==> src/rtl/bubble_out_sequencer_if.sv <==
// Buffer-side handshake bundle for the bubble output sequencer: start/abort
// requests and period in, access type, cycle number and read strobe out.
interface bubble_out_sequencer_if;
   logic        START_BOOT;
   logic        START_USER;
   logic        ABORT;
   logic [9:0]  PERIOD;
   logic [2:0]  ACCTYPE;
   logic [12:0] BOUTCYCLENUM;
   logic        nBOUTCLKEN;
   logic        BUSY;
   logic        DONE;

   modport master (
      output START_BOOT, START_USER, ABORT, PERIOD,
      input  ACCTYPE, BOUTCYCLENUM, nBOUTCLKEN, BUSY, DONE
   );

   modport slave (
      input  START_BOOT, START_USER, ABORT, PERIOD,
      output ACCTYPE, BOUTCYCLENUM, nBOUTCLKEN, BUSY, DONE
   );
endinterface

==> src/rtl/bubble_out_sequencer.sv <==
// Sweeps the bubble output cycle number for a bootloop or user page, issuing one
// buffer read strobe per bubble bit, then one flush strobe, then a DONE pulse.
module bubble_out_sequencer #(
   parameter logic [12:0] BOOT_LAST = 13'd4105,
   parameter logic [12:0] USER_LAST = 13'd583
) (
   input  logic                    MCLK,
   input  logic                    nRESET,
   bubble_out_sequencer_if.slave   bus
);

   typedef enum logic [1:0] {
      IDLE  = 2'd0,
      RUN   = 2'd1,
      FLUSH = 2'd2,
      FIN   = 2'd3
   } state_t;

   localparam logic [2:0] ACC_IDLE = 3'b000;
   localparam logic [2:0] ACC_BOOT = 3'b110;
   localparam logic [2:0] ACC_USER = 3'b111;

   state_t      r_state;
   logic [9:0]  r_period;
   logic [9:0]  r_presc;
   logic        r_is_boot;
   logic [2:0]  r_acctype;
   logic [12:0] r_bcn;
   logic        r_nclken;
   logic        r_busy;
   logic        r_done;

   logic        w_start;
   logic        w_presc_wrap;
   logic [9:0]  w_presc_next;
   logic        w_tick_next;
   logic [12:0] w_last;
   logic [9:0]  w_period_clamped;

   assign w_start          = !bus.ABORT && (bus.START_BOOT || bus.START_USER);
   assign w_period_clamped = (bus.PERIOD == 10'd0) ? 10'd1 : bus.PERIOD;
   assign w_presc_wrap     = (r_presc == r_period);
   assign w_presc_next     = w_presc_wrap ? 10'd0 : (r_presc + 10'd1);
   // The strobe is registered, so it is armed one cycle ahead of the prescaler reaching P.
   assign w_tick_next      = (w_presc_next == r_period);
   assign w_last           = r_is_boot ? BOOT_LAST : USER_LAST;

   always_ff @(posedge MCLK or negedge nRESET) begin
      if (!nRESET) begin
         r_state   <= IDLE;
         r_period  <= 10'd1;
         r_presc   <= 10'd0;
         r_is_boot <= 1'b0;
         r_acctype <= ACC_IDLE;
         r_bcn     <= 13'd0;
         r_nclken  <= 1'b1;
         r_busy    <= 1'b0;
         r_done    <= 1'b0;
      end else begin
         r_done   <= 1'b0;
         r_nclken <= 1'b1;
         case (r_state)
            IDLE: begin
               if (w_start) begin
                  r_state   <= RUN;
                  r_is_boot <= bus.START_BOOT;
                  r_acctype <= bus.START_BOOT ? ACC_BOOT : ACC_USER;
                  r_period  <= w_period_clamped;
                  r_presc   <= 10'd0;
                  r_bcn     <= 13'd0;
                  r_busy    <= 1'b1;
               end
            end

            RUN: begin
               if (bus.ABORT || (w_presc_wrap && (r_bcn == w_last))) begin
                  r_state   <= FLUSH;
                  r_acctype <= ACC_IDLE;
                  r_bcn     <= 13'd0;
                  r_presc   <= 10'd0;
               end else begin
                  r_presc  <= w_presc_next;
                  r_nclken <= !w_tick_next;
                  if (w_presc_wrap) begin
                     r_bcn <= r_bcn + 13'd1;
                  end
               end
            end

            FLUSH: begin
               // One strobe at address 0 loads the empty propagation line.
               if (w_presc_wrap) begin
                  r_state <= FIN;
                  r_presc <= 10'd0;
                  r_done  <= 1'b1;
               end else begin
                  r_presc  <= w_presc_next;
                  r_nclken <= !w_tick_next;
               end
            end

            FIN: begin
               r_state <= IDLE;
               r_busy  <= 1'b0;
            end

            default: begin
               r_state <= IDLE;
               r_busy  <= 1'b0;
            end
         endcase
      end
   end

   assign bus.ACCTYPE      = r_acctype;
   assign bus.BOUTCYCLENUM = r_bcn;
   assign bus.nBOUTCLKEN   = r_nclken;
   assign bus.BUSY         = r_busy;
   assign bus.DONE         = r_done;

endmodule

==> src/flat_wrapper.sv <==
// flat-port wrapper written by rule: the top's interface ports become plain ports
module bubble_out_sequencer_flat 
#(
   parameter logic [12:0] BOOT_LAST = 13'd4105,
   parameter logic [12:0] USER_LAST = 13'd583
)
  (MCLK, nRESET, bus_START_BOOT, bus_START_USER, bus_ABORT, bus_PERIOD, bus_ACCTYPE, bus_BOUTCYCLENUM, bus_nBOUTCLKEN, bus_BUSY, bus_DONE);
  bubble_out_sequencer_if bus_i ();
  input  logic MCLK;
  input  logic nRESET;
  input wire logic [$bits(bus_i.START_BOOT)-1:0] bus_START_BOOT;
  input wire logic [$bits(bus_i.START_USER)-1:0] bus_START_USER;
  input wire logic [$bits(bus_i.ABORT)-1:0] bus_ABORT;
  input wire logic [$bits(bus_i.PERIOD)-1:0] bus_PERIOD;
  output wire logic [$bits(bus_i.ACCTYPE)-1:0] bus_ACCTYPE;
  output wire logic [$bits(bus_i.BOUTCYCLENUM)-1:0] bus_BOUTCYCLENUM;
  output wire logic [$bits(bus_i.nBOUTCLKEN)-1:0] bus_nBOUTCLKEN;
  output wire logic [$bits(bus_i.BUSY)-1:0] bus_BUSY;
  output wire logic [$bits(bus_i.DONE)-1:0] bus_DONE;
  assign bus_i.START_BOOT = bus_START_BOOT;
  assign bus_i.START_USER = bus_START_USER;
  assign bus_i.ABORT = bus_ABORT;
  assign bus_i.PERIOD = bus_PERIOD;
  assign bus_ACCTYPE = bus_i.ACCTYPE;
  assign bus_BOUTCYCLENUM = bus_i.BOUTCYCLENUM;
  assign bus_nBOUTCLKEN = bus_i.nBOUTCLKEN;
  assign bus_BUSY = bus_i.BUSY;
  assign bus_DONE = bus_i.DONE;
  bubble_out_sequencer #(.BOOT_LAST(BOOT_LAST), .USER_LAST(USER_LAST)) u_core (.MCLK(MCLK), .nRESET(nRESET), .bus(bus_i));
endmodule
==> config.mk <==
export PLATFORM = sky130hd
export DESIGN_NAME = bubble_out_sequencer_flat
export DESIGN_NICKNAME = d
export VERILOG_FILES = /design/src/rtl/bubble_out_sequencer_if.sv /design/src/rtl/bubble_out_sequencer.sv /design/src/flat_wrapper.sv
export SDC_FILE = /design/constraint.sdc
export NUM_CORES = 1
export LEC_CHECK = 0
export CAP_MARGIN = 20
export CORE_MARGIN = 3
export CORE_UTILIZATION = 50
export CTS_BUF_LIST = sky130_fd_sc_hd__clkbuf_8
export CTS_CLUSTER_DIAMETER = 200
export DETAILED_ROUTE_END_ITERATION = 12
export GPL_TIMING_DRIVEN = 0
export MAX_ROUTING_LAYER = met4
export PLACE_DENSITY_LB_ADDON = 0.25
export SLEW_MARGIN = 30
export SYNTH_ARGS = -nofsm -noshare
export SYNTH_HDL_FRONTEND = slang
export SYNTH_SLANG_ARGS = --single-unit
export TNS_END_PERCENT = 50
==> constraint.sdc <==
create_clock -name MCLK -period 5.8 [get_ports MCLK]
set_input_delay 0.87 -clock MCLK [delete_from_list [all_inputs] [get_ports MCLK]]
set_output_delay 0.87 -clock MCLK [all_outputs]
set_load 0.01 [all_outputs]
==> reports/qor.yml, run 1 <==
global_routing:
  overflow: 0
  antenna_found_initial: 0
  grt_pass1_vias: 2359
  grt.total_usage: 0.231
  grt_max_degree: 24
  grt_pass1_wl_mm: 11.2
drt:
  firstDrtPassIters: 5
  avgRoutedWirePerCell_um: 16.3
  via_count: 2442
  drt_iter0_drc: 239
  post_drt_via_cell_ratio: 6.07
  drc: 0
  wirelength_mm: 6.57
  ant_nets: 0
worst_setup_path:
  path_buf_inv: 1
  cp_cell_sequence: "clkdlybuf4s50_1, o21bai_1, a21oi_1, nand3_1, or3_1, o21ai_1"
  crit_path_max_incr_delay_ps: 510
  r2r_slack_ps: 3390
  critPathTopFamily: "compound AO/OA/AOI/OAI gates"
  timing.critical_path.from: "bus_ABORT"
  worstPathMaxFanout: 6
  start_kind: "input pin"
  r2r_end: "u_core.bus.nBOUTCLKEN$_DFF_PN1_"
  crit_cells: 6
  end_kind: "flop"
  rr_worst_depth: 7
  regToRegStartpoint: "u_core.r_presc[1]$_DFFE_PN0P_"
  crit_type: "in -> reg"
  crit_required_ps: 6020
  arrival_ps: 2870
  cpMaxStageDelayCell: "a21oi_1"
  cp-endpoint: "u_core.r_presc[4]$_DFFE_PN0P_"
worst_hold_path:
  hold_path_class: "reg -> reg"
  hold_path.startpoint: "u_core.r_period[0]$_DFFE_PN1P_"
clocking:
  post_cts_buffers: 0
  clk_pin_slew_ps: 80
  postCtsHoldBufs: 0
  numCtsBuffers: 5
  insertion_delay_ps: 300
  cts_root_buf: "clkbuf_8"
  htreeDepth: 2
  cts_tree: "yes"
  clock_path_buffers: 2
  cts-resized-gates: 0
  clock-sinks: 41
pwr:
  power_density_nw_per_um2: 345
  power_uw: 1120
  peakVddDrop_mv: 0.268
  cellLeakagePower_uw: 0.00129
logic_synthesis:
  synth_top_family_by_area: "simple AND/OR/NAND/NOR gates"
  synth_cell_types: 59
  synthArstFlopShare: 1.00
  synth_area_um2: 2720
  synth_commonest_cells: "39 x dfrtp_1, 27 x nand2_1, 20 x o21ai_0, 14 x a21oi_1"
  synthTopCellsByArea: "dfrtp_1 36%, mux2_2 4.6%, nand2_1 3.7%, o21ai_0 3.7%, xor2_1 3.2%"
  synth_top_cell_area_share: 0.359
  synth_largest_area_cell: "dfrtp_1"
  synth_fa_ha_area_frac: 0.0276
  synth-compound-area-share: 0.202
  muxShareOfSynthArea: 0.0498
  syn_inst: 290
  synth.most_common_cell: "dfrtp_1"
  synth_edf_count: 0
  yosysWarnings: 0
  ys_seq_elements: 41
  avgSynthCellArea_um2: 9.36
  yosys.area_share.simple: 0.236
  synth_xor_area_frac: 0.0604
  synth.net_count: 311
  synth_seq_area_share: 0.379
  synth_ff_type: "dfrtp_1"
sta:
  fmax_mhz: 378
  slew_headroom: 0.595
  setup_viol: 0
  final-hold-violation-count: 0
  period_minus_slack_ps: 2650
  hold_slack_ps: 508
  tightest_slew_ps: 606
  period_share: 0.457
  drv_slew: 0
  finalSetupTns_ps: 0
  rsz0062_at_grt: "no"
  fin_skew_ps: 9.66
  fin_ws_ps: 3150
placed_design:
  port_buffers: 33
  place_congestion: 0.952
  post-place-ws_ps: 2880
  dp_hpwl_mm: 4.95
final_layout:
  areaGrowthSynthToFinish_pct: 19.8
  drive_gt1_frac: 0.139
  register_area_um2: 1030
  fin_nets: 352
  num_antenna_cells: 0
  multi_input_comb_area_um2: 1560
  n_fill_cell: 428
outcome:
  outcome: "finished clean"
floorplan:
  initial_core_util: 0.525
  rows: 26
  die_area_um2: 6350
  die_y_um: 79.7
  boundaryPins: 34
  coreArea_um2: 5170
  die_w_um: 79.7
run:
  drv_cap: 0
==> layout make-up <==
type                            instances  area share
Multi-Input combinational cell        226       0.481
Inverter                                9      0.0104
Clock inverter                          2     0.00423
Tap cell                               70      0.0269
Timing Repair Buffer                   34       0.109
Clock buffer                            6      0.0254
Sequential cell                        41       0.316
Buffer                                 14      0.0273
==> metal layers <==
metal,part of all wire,track usage,vias to the layer above
li1,-,-,1163
met1,0.45,0.309,1171
met2,0.47,0.360,96
met3,0.066,0.0282,12
met4,0.017,0.0893,0
met5,0,-,-
==> worst register-to-register path, cell delays in order, from the launching register on <==
cell       delay (ps)
dfrtp_1           490
ha_1              340
nand3_1           250
nor2_1            290
xor2_1            150
or4b_1            480
o311ai_1           80
o2111ai_1         210
==> worst min path at each step <==
stage | to | depth (start not counted)
finish | u_core.r_period[0]$_DFFE_PN1P_ | 2
global route | u_core.r_period[4]$_DFFE_PN0P_ | 1
CTS | u_core.r_period[0]$_DFFE_PN1P_ | 2
detailed placement | u_core.r_period[0]$_DFFE_PN1P_ | 2
global placement | u_core.r_period[0]$_DFFE_PN1P_ | 2
floorplan | u_core.r_period[0]$_DFFE_PN1P_ | 2
==> kinds of logic (layout without fill, tap and decap cells) <==
logic type / count (synthesis) / count (layout)
simple gates: 110 / 110
compound gates: 81 / 81
flops: 41 / 41
fa+ha+maj: 6 / 6
xor+xnor: 17 / 17
buf+inv: 23 / 65
mux: 12 / 12
==> layout by cell type, fill, tap and decap left out, types with 3 or more instances in the layout <==
| master | netlist | routed |
|---|---|---|
| a211oi_1 | 3 | 3 |
| a21o_1 | 3 | 3 |
| a21oi_1 | 14 | 14 |
| a22o_1 | 5 | 5 |
| a31oi_1 | 3 | 3 |
| and3_1 | 5 | 5 |
| buf_2 | 5 | 6 |
| buf_6 | 3 | 3 |
| clkbuf_1 | 4 | 4 |
| clkbuf_8 | 0 | 6 |
| clkdlybuf4s50_1 | 0 | 32 |
| dfrtp_1 | 39 | 39 |
| ha_1 | 6 | 6 |
| inv_1 | 9 | 9 |
| mux2_2 | 11 | 11 |
| nand2_1 | 27 | 27 |
| nand2b_1 | 5 | 5 |
| nand3_1 | 13 | 13 |
| nand4_1 | 6 | 6 |
| nand4b_1 | 4 | 4 |
| nor2_1 | 13 | 13 |
| nor2b_1 | 4 | 4 |
| nor3_1 | 8 | 8 |
| o21ai_0 | 20 | 20 |
| o21ai_1 | 8 | 8 |
| o31ai_1 | 4 | 4 |
| or3_1 | 8 | 8 |
| xnor2_1 | 5 | 5 |
| xor2_1 | 10 | 10 |
==> power breakdown <==
part / internal, µW / switching (µW)
Clock: 96.5 / 104
Combinational: 221 / 275
Sequential: 348 / 77.9
==> registers in the layout, indices dropped and copies added, names as in the netlist <==
register	cells
u_core.r_is_boot	1
u_core.bus.BOUTCYCLENUM	13
u_core.bus.nBOUTCLKEN	1
u_core.r_period	10
u_core.bus.BUSY	1
u_core.bus.DONE	1
u_core.bus.ACCTYPE	2
u_core.r_presc	10
u_core.r_state	2
==> through the flow <==
step           cell area [µm²]  utilization  cells
2_1_floorplan             2720            -    290
3_3_place_gp              3130        0.606    393
3_5_place_dp              3160        0.610    394
4_1_cts                   3250        0.629    402
5_1_grt                   3250        0.629    402
6_report                  3250        0.629    402
No activity file was read; power rests on OpenSTA's default activity.
==> run 2: changes to the inputs <==
==> constraint.sdc (replaced) <==
create_clock -name MCLK -period 2.3 [get_ports MCLK]
set_input_delay 0.345 -clock MCLK [delete_from_list [all_inputs] [get_ports MCLK]]
set_output_delay 0.345 -clock MCLK [all_outputs]
set_load 0.01 [all_outputs]
==> run 2 against run 1 <==
The run now ends with negative hold slack left; combinational power rose to 2.6 times the previous value; clock skew down 1.4 ps; hold slack worse by 510 ps.
==> reports/qor.yml, run 2 (synthesis results as in run 1) <==
outcome:
  outcome: "finished with violations"
  violations: "negative hold slack"
sta:
  fmax_mhz: 452
  final-hold-violation-count: 2
  hold_slack_ps: -1.38
  rsz0062_at_grt: "yes"
  period_minus_slack_ps: 2210
  tightest_slew_ps: 560
  slew_headroom: 0.626
  drv_slew: 0
  setup_viol: 0
  fin_skew_ps: 8.24
  period_share: 0.962
  finalSetupTns_ps: 0
drt:
  ant_nets: 0
  post_drt_via_cell_ratio: 6.03
  avgRoutedWirePerCell_um: 16.4
  via_count: 2425
  firstDrtPassIters: 4
  drc: 0
  drt_iter0_drc: 177
  wirelength_mm: 6.61
worst_setup_path:
  crit_type: "reg -> reg"
  regToRegStartpoint: "u_core.r_presc[6]$_DFFE_PN0P_"
  cpMaxStageDelayCell: "dfrtp_1"
  worstPathMaxFanout: 10
  cp_cell_sequence: "buf_4, xor2_2, nor4_4, nand3_2, buf_4, nor4_1, o2111a_1, o2111ai_1"
  crit_path_max_incr_delay_ps: 360
  path_buf_inv: 2
  crit_required_ps: 2490
  arrival_ps: 2400
  end_kind: "flop"
  cp_common_cell: "buf_4"
  start_kind: "flop"
  timing.critical_path.from: "u_core.r_presc[6]$_DFFE_PN0P_"
  critPathTopFamily: "simple AND/OR/NAND/NOR gates"
global_routing:
  grt_pass1_wl_mm: 11.2
  antenna_found_initial: 0
  grt.total_usage: 0.232
  grt_pass1_vias: 2363
  overflow: 0
  grt_max_degree: 24
floorplan:
  rows: 26
  boundaryPins: 34
  die_y_um: 79.7
  coreArea_um2: 5170
  die_area_um2: 6350
  die_w_um: 79.7
  initial_core_util: 0.525
worst_hold_path:
  hold_path_class: "in -> async"
pwr:
  cellLeakagePower_uw: 0.00129
  comb_power_share: 0.449
  pwr-share-seq: 0.375
  p_int_uw: 1710
  clkPwrFrac: 0.175
  peakVddDrop_mv: 0.667
  swShare: 0.406
  power_density_nw_per_um2: 874
  p_switching_uw: 1170
clocking:
  insertion_delay_ps: 300
  clock-sinks: 41
  htreeDepth: 2
  clk_pin_slew_ps: 80
  cts_tree: "yes"
  numCtsBuffers: 5
  cts_root_buf: "clkbuf_8"
  post_cts_buffers: 0
  postCtsHoldBufs: 0
  clock_path_buffers: 2
final_layout:
  num_antenna_cells: 0
  post-route-util: 0.636
  largest_reg_flops: 13
  fin_nets: 352
  layout_commonest_cell: "dfrtp_1"
  final_cell_mix: "37 x dfrtp_1, 32 x clkdlybuf4s50_1, 27 x nand2_1"
  stdcell_count: 402
  drive_gt1_frac: 0.163
  areaGrowthSynthToFinish_pct: 21.2
placed_design:
  dp_hpwl_mm: 4.95
  place_congestion: 0.952
  placedCellCount: 394
  port_buffers: 33
run:
  drv_cap: 0
==> run 2: cell type report <==
class | instances | area, µm²
multi-input cells | 226 | 1600
clock buffers | 6 | 82.6
clock inverters | 2 | 13.8
flip-flops and latches | 41 | 1030
well taps | 70 | 87.6
repair buffers | 34 | 353
plain buffers | 14 | 92.6
fillers | 430 | 1880
inverters | 9 | 33.8
==> run 2: layer usage <==
metal  up-vias  routed length (µm)  part of all wire  global-route usage
li1       1163                   -                 -                   -
met1      1175                3020              0.46               0.311
met2        73                3060              0.46               0.360
met3        14                 405             0.061              0.0282
met4         0                 127             0.019              0.0893
met5         -                   0                 0                   -
==> run 2: worst register-to-register path, cell delays in order, from the launching register on <==
cell and delay [ps]:
dfrtp_1 360, buf_4 170, xor2_2 160, nor4_4 340, nand3_2 180, buf_4 230
nor4_1 280, o2111a_1 230, o2111ai_1 160
==> run 2: power groups by stage <==
stage | Combinational (µW) | Clock [µW] | Sequential (µW)
2_1_floorplan | 909 | 0 | 1040
3_3_place_gp | 1210 | 0 | 1080
3_5_place_dp | 1240 | 0 | 1090
4_1_cts | 1250 | 513 | 1070
5_1_grt | 1440 | 545 | 1110
6_report | 1290 | 505 | 1080
==> run 2: timing repair <==
action / in CTS / in global routing
setup endpoints to repair: 1 / 17
pin swaps: 0 / 2
resized for setup: 1 / 12
==> run 2: per-stage QoR <==
step	hold slack [ps]	worst slack (ps)	area, µm²	total power (µW)
CTS	8.80	13.0	3250	2840
global placement	495	-201	3130	2290
floorplan	49.4	278	2720	1950
detailed placement	330	-98.4	3160	2330
finish	-1.38	88.1	3290	2880
global route	19.1	-21.1	3290	3090
==> run 2: path summary, 6_finish.rpt <==
path / slack, ps / cells after the start / endpoint
setup / recovery: 90 / 8 / u_core.bus.nBOUTCLKEN$_DFF_PN1_
setup reg to reg: 90 / 8 / u_core.bus.nBOUTCLKEN$_DFF_PN1_
hold / removal: -1 / 1 / u_core.r_presc[3]$_DFFE_PN0P_
hold reg to reg: 510 / 2 / u_core.r_period[0]$_DFFE_PN1P_
max in group asynchronous: 1760 / 2 / u_core.bus.nBOUTCLKEN$_DFF_PN1_
min in group MCLK: 510 / 2 / u_core.r_period[0]$_DFFE_PN1P_
